--- src/rtl/reg_file_pkg.sv ---
// Shared types and sizing for the parametrised register file.
// Optional same-cycle forwarding in param_reg_file is enabled by REG_FILE_BYPASS_EN.
package reg_file_pkg;

    localparam int unsigned RF_DATA_W = 32;
    localparam int unsigned RF_ADDR_W = 5;

    typedef enum logic {
        RF_CLEAR = 1'b0,
        RF_READY = 1'b1
    } rf_state_t;

    // Number of registers addressed by an aw-bit address.
    function automatic int unsigned rf_depth(input int unsigned aw);
        return 32'(1) << aw;
    endfunction

    localparam int unsigned RF_DEPTH = rf_depth(RF_ADDR_W);

endpackage

--- src/rtl/mux2to1.sv ---
// Parametrised k-bit two-input multiplexer: y = sel ? in1 : in0.
module mux2to1 #(
    parameter int unsigned k = 32
) (
    input  logic [k-1:0] in0,
    input  logic [k-1:0] in1,
    input  logic         sel,
    output logic [k-1:0] y
);

    assign y = sel ? in1 : in0;

endmodule

--- src/rtl/param_reg_file.sv ---
// Parametrised 2-read/1-write register file with a post-reset clear engine.
// Define REG_FILE_BYPASS_EN to forward busW to a read port that hits the write address.
module param_reg_file
    import reg_file_pkg::*;
#(
    parameter int unsigned       DATA_W   = RF_DATA_W,
    parameter int unsigned       ADDR_W   = RF_ADDR_W,
    parameter bit                ZERO_REG = 1'b1,
    parameter logic [DATA_W-1:0] CLR_VAL  = '0
) (
    input  logic              Clk,
    input  logic              Rst_n,
    input  logic              Run,
    input  logic [ADDR_W-1:0] Rs,
    input  logic [ADDR_W-1:0] Rt,
    input  logic [ADDR_W-1:0] Rd,
    input  logic              RegDst,
    input  logic              RegWr,
    input  logic              Overflow,
    input  logic [DATA_W-1:0] busW,
    output logic [DATA_W-1:0] busA,
    output logic [DATA_W-1:0] busB,
    output logic              Ready
);

    localparam int unsigned       DEPTH    = rf_depth(ADDR_W);
    localparam int unsigned       CNT_W    = ADDR_W + 1;
    localparam logic [CNT_W-1:0] LAST_CNT = CNT_W'(DEPTH - 1);

    rf_state_t          state;
    logic [CNT_W-1:0]   clr_cnt;
    logic               ready_q;
    logic [ADDR_W-1:0]  rw;
    logic               we;
    logic [DATA_W-1:0]  mem [DEPTH];

    mux2to1 #(.k(ADDR_W)) u_rw_mux (
        .in0 (Rt),
        .in1 (Rd),
        .sel (RegDst),
        .y   (rw)
    );

    assign we    = ready_q & Run & RegWr & ~Overflow & ~(ZERO_REG & (rw == '0));
    assign Ready = ready_q;

    // Clear engine: one register per cycle, then park in READY until reset.
    always_ff @(posedge Clk or negedge Rst_n) begin
        if (!Rst_n) begin
            state   <= RF_CLEAR;
            clr_cnt <= '0;
            ready_q <= 1'b0;
        end else begin
            case (state)
                RF_CLEAR: begin
                    clr_cnt <= clr_cnt + CNT_W'(1);
                    if (clr_cnt == LAST_CNT) begin
                        state   <= RF_READY;
                        ready_q <= 1'b1;
                    end
                end
                default: begin
                    state   <= RF_READY;
                    ready_q <= 1'b1;
                end
            endcase
        end
    end

    // Storage has no reset; the clear engine owns the write port until READY.
    always_ff @(posedge Clk) begin
        if (state == RF_CLEAR) begin
            mem[clr_cnt[ADDR_W-1:0]] <= CLR_VAL;
        end else if (we) begin
            mem[rw] <= busW;
        end
    end

    always_comb begin
        busA = '0;
        busB = '0;
        if (ready_q && Run) begin
            if (!(ZERO_REG && (Rs == '0))) begin
                busA = mem[Rs];
            end
            if (!(ZERO_REG && (Rt == '0))) begin
                busB = mem[Rt];
            end
`ifdef REG_FILE_BYPASS_EN
            // we already excludes a hardwired register 0, so zero still wins.
            if (we && (rw == Rs)) begin
                busA = busW;
            end
            if (we && (rw == Rt)) begin
                busB = busW;
            end
`endif
        end
    end

endmodule

--- config.mk ---
export PLATFORM = sky130hd
export DESIGN_NAME = param_reg_file
export DESIGN_NICKNAME = d
export VERILOG_FILES = /design/src/rtl/reg_file_pkg.sv /design/src/rtl/mux2to1.sv /design/src/rtl/param_reg_file.sv
export SDC_FILE = /design/constraint.sdc
export NUM_CORES = 1
export LEC_CHECK = 0
export ABC_CLOCK_PERIOD_IN_PS = 12800
export CORE_ASPECT_RATIO = 1.75
export CORE_MARGIN = 2
export CORE_UTILIZATION = 45
export CTS_CLUSTER_DIAMETER = 60
export CTS_CLUSTER_SIZE = 8
export DETAILED_ROUTE_END_ITERATION = 10
export DONT_BUFFER_PORTS = 1
export GPL_TIMING_DRIVEN = 0
export HOLD_SLACK_MARGIN = 0.05
export RECOVER_POWER = 25
export SLEW_MARGIN = 20
export SYNTH_ARGS = -nofsm -noshare
export SYNTH_HDL_FRONTEND = slang
export SYNTH_HIERARCHICAL = 1
export SYNTH_SLANG_ARGS = --single-unit
--- constraint.sdc ---
create_clock -name Clk -period 12.8 [get_ports Clk]
set_input_delay 3.2 -clock Clk [delete_from_list [all_inputs] [get_ports Clk]]
set_output_delay 3.2 -clock Clk [all_outputs]
set_load 0.005 [all_outputs]
==> impl_metrics.tcl <==
set metrics [dict create \
    syn_inst 2790 \
    io_pins 118 \
    firstDrtPassIters 6 \
    synth_top_cell_area_share 0.636 \
    grt_max_degree 33 \
    cts_hold_buffers 0 \
    report.final.slew_viol_count 632 \
    min_from "clr_cnt[5]" \
    ys_seq_area_frac 0.640 \
    synth_top_area_cell "edfxtp_1" \
    htreeDepth 4 \
    synth_common_cells "edfxtp_1, mux2i_1, mux4_2, o22ai_1" \
    root_buffer "clkbuf_16" \
    yosysMostFrequentCell "edfxtp_1" \
    setup_tns_ps 0 \
    cpPeakStageDelay_ps 770 \
    portBuffers 0 \
    hold_class "reg2reg" \
    drv_cap 20 \
    area_delta_synth_final_pct 14.6 \
    die_x_um 252 \
    crit_buf_inv 4 \
    drt-total-wl_um 178000 \
    fin_hold_ws_ps 463 \
    crit_path_end_kind "output pin" \
    setup_violations 0 \
    grt_first_pass_wirelength_um 246000 \
    cts.sinks 1032 \
    p_per_area_nw_per_um2 138 \
    grt_use_total 0.324 \
    core_um2 107000 \
    ant_nets 0 \
    synth-edff-count 1024 \
    tightest_slew_ps 2080 \
    syn_avg_cell_area_um2 17.3 \
    clockBufferDepth 3 \
    grt_pass1_vias 33100 \
    critPathTopFamily "buffers and inverters" \
    crit_path_max_fanout 10 \
    drt_iter0_drc 3780 \
    wl_per_cell_um 40.5 \
    hold_viol 0 \
    dieArea_um2 110000 \
    p_leak_nw 20.6 \
    cts_tree "built" \
    antenna_found_initial 7 \
    gp_congestion 0.944 \
    gr-total-overflow 0 \
    worstPathArrival_ps 7190 \
    post_cts_resized 0 \
    critical_path.cell_chain "clkbuf_1 -> buf_4 -> or3b_2 -> clkbuf_1 -> clkbuf_1 -> o22ai_1 -> o21ai_0 -> nand4_1" \
    synthArstFlopShare 0.00775 \
    clk-insertion-delay-late_ps 760 \
    fillCellCount 8524 \
    synth_area_um2 48300 \
    dieHeight_um 438 \
    initial_core_util 0.452 \
    cp-start-kind "input port" \
    skew_ps 16.2 \
    rsz0062_at_grt "no" \
    drc 0 \
    outcome "finished with violations" \
    crit_start "Rt[0]" \
    r2r_start "state" \
    cts.clk_slew.worst_paths_ps 50 \
    slew_headroom -0.397 \
    yosys_warnings 6 \
    fin_crit_sh 0.811 \
    synth_top_flop_cell "edfxtp_1" \
    rows 159 \
    syn_nets 2844 \
    max_clock_freq_mhz 96.3 \
    drive_gt1_frac 0.244 \
    yosys-top-cells-area "edfxtp_1, mux4_2, mux2i_1" \
    ys_ff_latch 1032 \
    required_ps 9600 \
    p_total_w 0.00765 \
    nNetsFinal 3068 \
    period_needed_ps 10390 \
    cts_made_buffers 147 \
    hpwl_um 130000 \
    ir_worst_vdd_v 0.000144 \
    violations "max-capacitance violations, max-slew violations" \
    worstSetupPathType "in2out" \
    synth.distinct_cells 49 \
    cpMostUsedCell "clkbuf_1" \
    post-cts-setup-buffers 0 \
    critPathSlowestCell "clkbuf_1" \
    via_per_inst 7.10 \
    dr_total_vias 31300 \
]
-- final cells by class --
| type | count | area (um^2) | share of cell area |
|---|---|---|---|
| flip-flops and latches | 1032 | 30900 | 0.559 |
| multi-input cells | 1509 | 16400 | 0.296 |
| clock buffers | 159 | 3830 | 0.0691 |
| well taps | 1368 | 1710 | 0.0309 |
| plain buffers | 246 | 1210 | 0.0219 |
| repair buffers | 75 | 1170 | 0.0211 |
| clock inverters | 12 | 130 | 0.00235 |
| inverters | 3 | 11.3 | 0.000203 |
| diodes | 4 | 10.0 | 0.000181 |
-- state kept, by name, summed over array words and instances (netlist names) --
name / flops
Ready: 1
clr_cnt: 6
mem: 1024
state: 1
-- metrics by stage --
stage | instance area [um^2] | setup WS (ps) | cells | utilization
4_1_cts | 55400 | 2730 | 4404 | 0.519
3_5_place_dp | 51500 | 2770 | 4233 | 0.482
6_report | 55400 | 2410 | 4408 | 0.519
3_3_place_gp | 50000 | 1020 | 4158 | 0.468
2_1_floorplan | 48300 | 4950 | 2790 | -
5_1_grt | 55400 | 2680 | 4404 | 0.518
-- placed cells by master, fill, tap and decap left out, types with 7 or more instances in the layout --
master     Yosys  final
clkbuf_1     128    133
mux2_2         8      7
nand2_1        7      7
buf_6          7     10
o21ai_1       11     13
buf_12         0     19
and2_2         2     11
and2_0         0     20
a31oi_1       65     65
nor2b_1       11     11
o22ai_1      193    193
and3_1       128    128
mux4_2       320    320
nor2_1        33      9
buf_4         41     73
nor3_2         0      8
edfxtp_1    1024   1024
mux2i_1      389    389
a21oi_1       66     66
a32oi_1       66     66
buf_2         69     68
nand4_1       64     64
inv_6          0      7
o21ai_0       59     57
clkbuf_16      0    152
dfrtp_1        8      8
nor2_4         0     24
buf_16         0     17
-- kinds of logic (layout without fill, tap and decap cells) --
group | after synthesis | in the layout | synth area share
flops | 1032 | 1032 | 0.640
mux | 717 | 717 | 0.232
compound gates | 466 | 466 | 0.0609
simple gates | 321 | 321 | 0.0408
buf+inv | 249 | 495 | 0.0254
xor+xnor | 4 | 4 | 0.000725
fa+ha+maj | 1 | 1 | 0.000259
other cells | 0 | 4 | 0
-- report_power, final --
part	leakage [nW]	switching, W	total [W]	internal (W)
clock	1.95	0.00142	0.00351	0.00209
sequential	11.6	0.000000417	0.00370	0.00370
combinational	7.10	0.000308	0.000434	0.000126
total	20.6	0.00173	0.00765	0.00592
-- routing by layer --
metal  up-vias  routed length (um)  global-route usage
met1     16200               55200               0.337
met4         8               15600               0.242
met5         -                  56                   0
li1      12200                   -                   -
met2      2141               90100               0.559
met3       756               17500              0.0878
-- worst paths after layout --
kind                              endpoint  slack [ps]  cells after the start
worst max-delay path               busB[6]        2410                      8
worst min-delay path            clr_cnt[5]         460                      1
worst max register to register  mem[1][11]        7360                      9
worst min register to register  clr_cnt[5]         460                      1
max in group asynchronous       clr_cnt[1]       10600                      0
min in group asynchronous            Ready        2130                      0
(Power assumes the default switching activity.)
